## config.mk

```make
export PLATFORM = sky130hd
export DESIGN_NAME = rca_pipe_adder
export DESIGN_NICKNAME = d
export VERILOG_FILES = /design/src/rtl/rca_pkg.sv /design/src/rtl/rca_stage.sv /design/src/rtl/rca_pipe_adder.sv
export SDC_FILE = /design/constraint.sdc
export NUM_CORES = 1
export LEC_CHECK = 0
export ABC_AREA = 0
export CORE_MARGIN = 3
export CORE_UTILIZATION = 53
export CTS_BUF_LIST = sky130_fd_sc_hd__clkbuf_16
export DETAILED_ROUTE_END_ITERATION = 6
export DONT_BUFFER_PORTS = 1
export PLACE_DENSITY = 0.68
export SLEW_MARGIN = 0
export SYNTH_ARGS = -nofsm -noshare
export SYNTH_HDL_FRONTEND = slang
export SYNTH_SLANG_ARGS = --single-unit
```

## constraint.sdc

```tcl
create_clock -name clk -period 4.7 [get_ports clk]
set_clock_uncertainty 0.15 [all_clocks]
set_input_delay 0.94 -clock clk [delete_from_list [all_inputs] [get_ports clk]]
set_output_delay 0.94 -clock clk [all_outputs]
set_load 0.01 [all_outputs]
```

## src/rtl/rca_pkg.sv

```systemverilog
// rca_pkg: shared types and helpers for the pipelined ripple-carry adder/subtractor.
package rca_pkg;

    // Control payload that travels with each beat through the stage registers.
    typedef struct packed {
        logic vld;    // stage holds a live beat
        logic carry;  // carry out of the chunk this stage completed
    } rca_ctrl_t;

    // Number of ripple stages for a given total width and chunk size.
    function automatic int rca_stage_count(input int width, input int chunk);
        if (chunk < 1) begin
            return 1;
        end
        return width / chunk;
    endfunction

endpackage

```

## src/rtl/rca_stage.sv

```systemverilog
// rca_stage: purely combinational CHUNK-bit ripple of full adders.
// Also exposes the carry into the chunk MSB so the final stage can form signed overflow.
module rca_stage
    import rca_pkg::*;
#(
    parameter int CHUNK = 8
) (
    input  logic [CHUNK-1:0] a,
    input  logic [CHUNK-1:0] b,
    input  logic             cin,
    output logic [CHUNK-1:0] sum,
    output logic             cout,
    output logic             c_msb_in
);

    // Ripple the carry bit by bit; the loop variable keeps the chain acyclic.
    always_comb begin
        logic carry;
        carry    = cin;
        sum      = '0;
        c_msb_in = cin;
        for (int i = 0; i < CHUNK; i++) begin
            c_msb_in = carry;
            sum[i]   = a[i] ^ b[i] ^ carry;
            carry    = (a[i] & b[i]) | (carry & (a[i] ^ b[i]));
        end
        cout = carry;
    end

endmodule

```

## src/rtl/rca_pipe_adder.sv

```systemverilog
// rca_pipe_adder: WIDTH-bit add/sub split into WIDTH/CHUNK registered ripple stages
// with valid/ready flow control on both sides and a signed-overflow flag.
// Optional macro RCA_PIPE_SAT_EN: saturate out_sum to the signed limit on overflow.
module rca_pipe_adder
    import rca_pkg::*;
#(
    parameter int WIDTH = 32,
    parameter int CHUNK = 8
) (
    input  logic             clk,
    input  logic             rst_n,
    input  logic             in_valid,
    output logic             in_ready,
    input  logic [WIDTH-1:0] in_a,
    input  logic [WIDTH-1:0] in_b,
    input  logic             in_cin,
    input  logic             in_sub,
    output logic             out_valid,
    input  logic             out_ready,
    output logic [WIDTH-1:0] out_sum,
    output logic             out_cout,
    output logic             out_ovf
);

    localparam int STAGES = rca_stage_count(WIDTH, CHUNK);

    if (CHUNK < 1 || CHUNK > WIDTH || (WIDTH % CHUNK) != 0) begin : g_cfg_check
        $error("rca_pipe_adder: WIDTH must be a multiple of CHUNK with 1 <= CHUNK <= WIDTH");
    end

    logic [WIDTH-1:0]  b_eff;
    logic              cin_eff;
    logic [STAGES-1:0] vld_vec;
    logic [STAGES-1:0] rdy;

    // Subtraction is A + ~B + ~borrow; the mode is consumed here so each beat carries it implicitly.
    always_comb begin
        b_eff   = in_sub ? ~in_b : in_b;
        cin_eff = in_sub ? ~in_cin : in_cin;
    end

    // A stage may advance unless it and every stage after it are full and the sink stalls.
    for (genvar gi = 0; gi < STAGES; gi++) begin : g_rdy
        assign rdy[gi] = out_ready || !(&vld_vec[STAGES-1:gi]);
    end

    assign in_ready = rdy[0];

    for (genvar gi = 0; gi < STAGES; gi++) begin : g_stage
        localparam int LO = gi * CHUNK;                 // first bit this stage sums
        localparam int RB = WIDTH - (gi + 1) * CHUNK;   // B' bits still to be consumed downstream

        // acc word: completed sum bits below LO+CHUNK, untouched A bits above.
        logic [WIDTH-1:0]    acc_src;
        logic [RB+CHUNK-1:0] b_src;
        logic                c_src;
        logic                v_src;
        logic [CHUNK-1:0]    s_chunk;
        logic                c_out;
        logic                c_msb;
        logic                load;
        rca_ctrl_t           ctrl_d;
        rca_ctrl_t           ctrl_q;
        logic [WIDTH-1:0]    acc_d;
        logic [WIDTH-1:0]    acc_q;

        if (gi == 0) begin : g_src
            assign acc_src = in_a;
            assign b_src   = b_eff;
            assign c_src   = cin_eff;
            assign v_src   = in_valid;
        end else begin : g_src
            assign acc_src = g_stage[gi-1].acc_q;
            assign b_src   = g_stage[gi-1].g_brem.b_rem_q;
            assign c_src   = g_stage[gi-1].ctrl_q.carry;
            assign v_src   = g_stage[gi-1].ctrl_q.vld;
        end

        rca_stage #(.CHUNK(CHUNK)) u_stage (
            .a        (acc_src[LO +: CHUNK]),
            .b        (b_src[CHUNK-1:0]),
            .cin      (c_src),
            .sum      (s_chunk),
            .cout     (c_out),
            .c_msb_in (c_msb)
        );

        assign vld_vec[gi] = ctrl_q.vld;
        assign load        = rdy[gi] && v_src;

        // Take the upstream beat (or a bubble) when allowed to advance; otherwise hold.
        always_comb begin
            ctrl_d = ctrl_q;
            acc_d  = acc_q;
            if (rdy[gi]) begin
                ctrl_d.vld = v_src;
            end
            if (load) begin
                ctrl_d.carry       = c_out;
                acc_d              = acc_src;
                acc_d[LO +: CHUNK] = s_chunk;
`ifdef RCA_PIPE_SAT_EN
                // Positive overflow shows a negative sign bit, negative overflow a positive one.
                if (gi == STAGES - 1 && (c_msb ^ c_out)) begin
                    acc_d = s_chunk[CHUNK-1] ? {1'b0, {(WIDTH-1){1'b1}}}
                                             : {1'b1, {(WIDTH-1){1'b0}}};
                end
`endif
            end
        end

        // Stage register; reset flushes any beat in flight.
        always_ff @(posedge clk or negedge rst_n) begin
            if (!rst_n) begin
                ctrl_q <= '0;
                acc_q  <= '0;
            end else begin
                ctrl_q <= ctrl_d;
                acc_q  <= acc_d;
            end
        end

        if (RB > 0) begin : g_brem
            logic [RB-1:0] b_rem_d;
            logic [RB-1:0] b_rem_q;

            // Forward the B' bits not yet summed, shifted so the next chunk sits at bit 0.
            always_comb begin
                b_rem_d = b_rem_q;
                if (load) begin
                    b_rem_d = b_src[RB+CHUNK-1:CHUNK];
                end
            end

            // Remaining-operand register.
            always_ff @(posedge clk or negedge rst_n) begin
                if (!rst_n) begin
                    b_rem_q <= '0;
                end else begin
                    b_rem_q <= b_rem_d;
                end
            end
        end

        if (gi == STAGES - 1) begin : g_last
            logic ovf_d;
            logic ovf_q;

            // Signed overflow: carry into the MSB disagrees with carry out of it.
            always_comb begin
                ovf_d = ovf_q;
                if (load) begin
                    ovf_d = c_msb ^ c_out;
                end
            end

            // Overflow flag register, aligned with the final sum.
            always_ff @(posedge clk or negedge rst_n) begin
                if (!rst_n) begin
                    ovf_q <= 1'b0;
                end else begin
                    ovf_q <= ovf_d;
                end
            end
        end else begin : g_mid
            // Only the top chunk's MSB carry matters for overflow.
            logic c_msb_unused;
            assign c_msb_unused = c_msb;
        end
    end

    assign out_valid = g_stage[STAGES-1].ctrl_q.vld;
    assign out_sum   = g_stage[STAGES-1].acc_q;
    assign out_cout  = g_stage[STAGES-1].ctrl_q.carry;
    assign out_ovf   = g_stage[STAGES-1].g_last.ovf_q;

endmodule

```

==> run_results.csv, run 1 <==
group,metric,value,unit
outcome,status,"completed",
worst_setup_path,crit_arrival,4.35,ns
timing,drv_slew,0,
cts,h-tree-depth,4,
synthesis,synth_area_per_cell,15.8,sq um
timing,slew_headroom,42.5,%
pwr,internal-power,3.74,mW
die,dieWidth,130,um
cts,cts_tree,"done",
place,place.gp.congestion,0.752,
worst_setup_path,required,4.85,ns
pwr,vdd_ir_drop_max,0.266,mV
detailed_routing,antenna_left,0,
grt,antenna_found_initial,0,
cells_and_area,layout_common_cells,"185 x dfrtp_1, 132 x mux2_2, 47 x inv_1, 28 x fa_1, 25 x xor2_1",
cells_and_area,drive_gt1_share,36.5,%
timing,min_period,4.19,ns
cells_and_area,diodes,0,
pwr,switching_share,27.9,%
timing,whs,0.0715,ns
place,dp_hpwl,8.44,mm
synthesis,synthesis.nets,619,
worst_setup_path,critPathLaunch,"in_sub",
detailed_routing,drt_iter0_markers,134,
die,rows,44,
detailed_routing,dr_total_vias,3798,
die,io-pin-count,106,
cells_and_area,fill_cells,1127,
timing,rsz0062_at_grt,"false",
detailed_routing,drc,0,
cts,cts_made_buffers,17,
worst_setup_path,r2r_start,"g_stage[2].acc_q[24]",
pwr,powerDensity,591,nW/um^2
synthesis,yosys.area.top_type,"dfrtp_1",
grt,grt_pass1_vias,4069,
worst_setup_path,crit_fanout,33,
grt,grt_pass1_wl,21.4,mm
pwr,pwr-share-comb,23.1,%
cells_and_area,multi_input_area,3160,sq um
cts,clock_latency,0.42,ns
run,max_cap_violations,0,
worst_setup_path,critPathCaptureType,"flip-flop",
pwr,switching_power,1.45,mW
detailed_routing,wirelength,12.9,mm
worst_setup_path,worstSetupStartpointType,"primary input",
cts,cts_hold_buffers,0,
timing,tightest_slew,0.859,ns
detailed_routing,dr.pass1.iters,4,
synthesis,syn_area,8160,sq um
synthesis,yosysSeqAreaShare,56.7,%
grt,grt_usage,16.8,%
grt,grt_start_max_net_pins,186,
detailed_routing,vias_per_cell,5.33,
worst_setup_path,slowest_delay,0.41,ns
die,coreArea,14800,sq um
timing,setup_viol,0,
pwr,p_seq_share,50.3,%
cts,cts.sinks,185,
min_path,hp-class,"primary input to asynchronous set/reset pin",
timing,timing.setup.tns,0,ns
synthesis,yosys-top-cells-area,"dfrtp_1 57%, mux2_2 18%, fa_1 7.8%, mux2_4 4.0%, xor2_1 2.7%",
timing,hold_violations,0,
grt,grt_overflow,0,
worst_setup_path,cp_cell_sequence,"xnor2_1 -> fa_1 -> inv_1 -> fa_1 -> inv_1 -> fa_2 -> fa_2 -> fa_2 -> fa_2 -> fa_1 -> inv_1 -> fa_1 -> mux2_4",
timing,fmax,239,MHz
timing,period_share,89.2,%
synthesis,yosys_warnings,0,
cells_and_area,register_area,4630,sq um
worst_setup_path,cpMaxStageDelayCell,"fa_1",
cells_and_area,final_util,59.3,%
cts,max-clock-path-buffers,2,
pwr,leakagePower,3.93,nW
die,die_area,16900,sq um
cells_and_area,area_delta_synth_final,7.51,%
die,die_h,130,um
cts,cts-root-buf,"clkbuf_16",
place,port_buffers,0,
cts,path_clk_slew,0.06,ns
synthesis,yosys_register_bits,185,
cells_and_area,layout_commonest_cell,"dfrtp_1",
synthesis,yosys.area.top_type_share,56.7,%
pwr,clkPwrFrac,26.6,%
cts,cts_resized,0,
cells_and_area,fin_nets,619,
die,start_util,55.1,%
detailed_routing,wl_per_cell,18.1,um
synthesis,synth_cell_types,24,
synthesis,syn_inst,517,
worst_setup_path,r2r_slack,0.67,ns
cts,cts_setup_buffers,0,
worst_setup_path,criticalPathCategory,"primary input to flip-flop",
==> final timing paths <==
path,to,cells past startpoint
setup / recovery,g_stage[0].acc_q[7],13
max in group asynchronous,g_stage[0].acc_q[6],0
hold reg to reg,g_stage[1].acc_q[27],1
hold / removal,out_sum[23],0
min in group clk,g_stage[1].acc_q[27],1
setup reg to reg,out_sum[31],12
==> registers in the layout (all words and copies together), names as in the netlist <==
name and cells:
g_stage.acc_q 96, g_stage.g_brem.b_rem_q 48, out_sum 32, g_stage.c_src 3, g_stage.v_src 3, out_cout 1, out_ovf 1, out_valid 1
==> power by group through the flow <==
stage,Sequential [mW],Combinational (mW),Clock [mW]
after global routing,2.70,1.38,1.48
after floorplan,2.53,1.03,0
after CTS,2.63,1.23,1.41
final,2.61,1.20,1.38
after detailed placement,2.66,1.21,0
after global placement,2.62,1.16,0
==> cell families (layout without fill, tap and decap cells) <==
| group | after synthesis | after routing | synth area share (%) |
|---|---|---|---|
| buffers and inverters | 66 | 78 | 4.74 |
| flip-flops | 185 | 185 | 56.7 |
| adder cells (fa/ha/maj) | 32 | 32 | 7.85 |
| AO/OA/AOI/OAI | 17 | 17 | 1.52 |
| AND/OR/NAND/NOR | 8 | 8 | 0.598 |
| multiplexers | 175 | 175 | 24.9 |
| XOR/XNOR | 34 | 34 | 3.65 |
==> cell usage after synthesis, drive strengths merged <==
master,count
fa,32
nand2,3
xor2,25
dfrtp,185
nand3,1
xnor2,9
a21o,1
mux2,161
buf,23
mux2i,14
or2,1
inv,43
nor2b,1
nand2b,2
o21ai,15
o21bai,1
==> stage by stage <==
stage	cell area [sq um]	setup slack, ns	cells	power, mW
3_5_place_dp	8210	0.0417	682	3.86
3_3_place_gp	8210	0.185	682	3.79
4_1_cts	8780	0.506	713	5.27
5_1_grt	8780	0.357	713	5.56
2_1_floorplan	8180	-0.0768	517	3.56
6_report	8780	0.509	713	5.19
==> critical path: cells and delay by family <==
kind / cells / cell delay [ns]
adder cells (fa/ha/maj): 8 / 2.76
buffers and inverters: 3 / 0.23
multiplexers: 1 / 0.28
XOR/XNOR: 1 / 0.13
==> cell type report <==
class / instances / share of cell area, %
flip-flops and latches: 185 / 52.8
multi-input cells: 266 / 36.0
clock buffers: 17 / 4.85
well taps: 184 / 2.62
inverters: 43 / 1.84
clock inverters: 14 / 1.63
repair buffers: 4 / 0.342
==> layer usage <==
| layer | GRT usage (%) | up-vias | routed length, um |
|---|---|---|---|
| met5 | 0 | - | 0 |
| met2 | 26.3 | 76 | 6340 |
| met1 | 22.0 | 1971 | 5630 |
| li1 | - | 1725 | - |
| met3 | 4.54 | 26 | 660 |
| met4 | 7.52 | 0 | 295 |
No activity file was read; power rests on OpenSTA's default activity.
==> inputs of run 2 (changes only) <==
--- a/config.mk
+++ b/config.mk
@@ -12,7 +12,7 @@
 export DETAILED_ROUTE_END_ITERATION = 6
 export DONT_BUFFER_PORTS = 1
 export PLACE_DENSITY = 0.68
-export SLEW_MARGIN = 0
+export SLEW_MARGIN = 10
 export SYNTH_ARGS = -nofsm -noshare
 export SYNTH_HDL_FRONTEND = slang
 export SYNTH_SLANG_ARGS = --single-unit
==> results of run 2 <==
No change in the layout: final DEF, timing and power equal those of run 1.
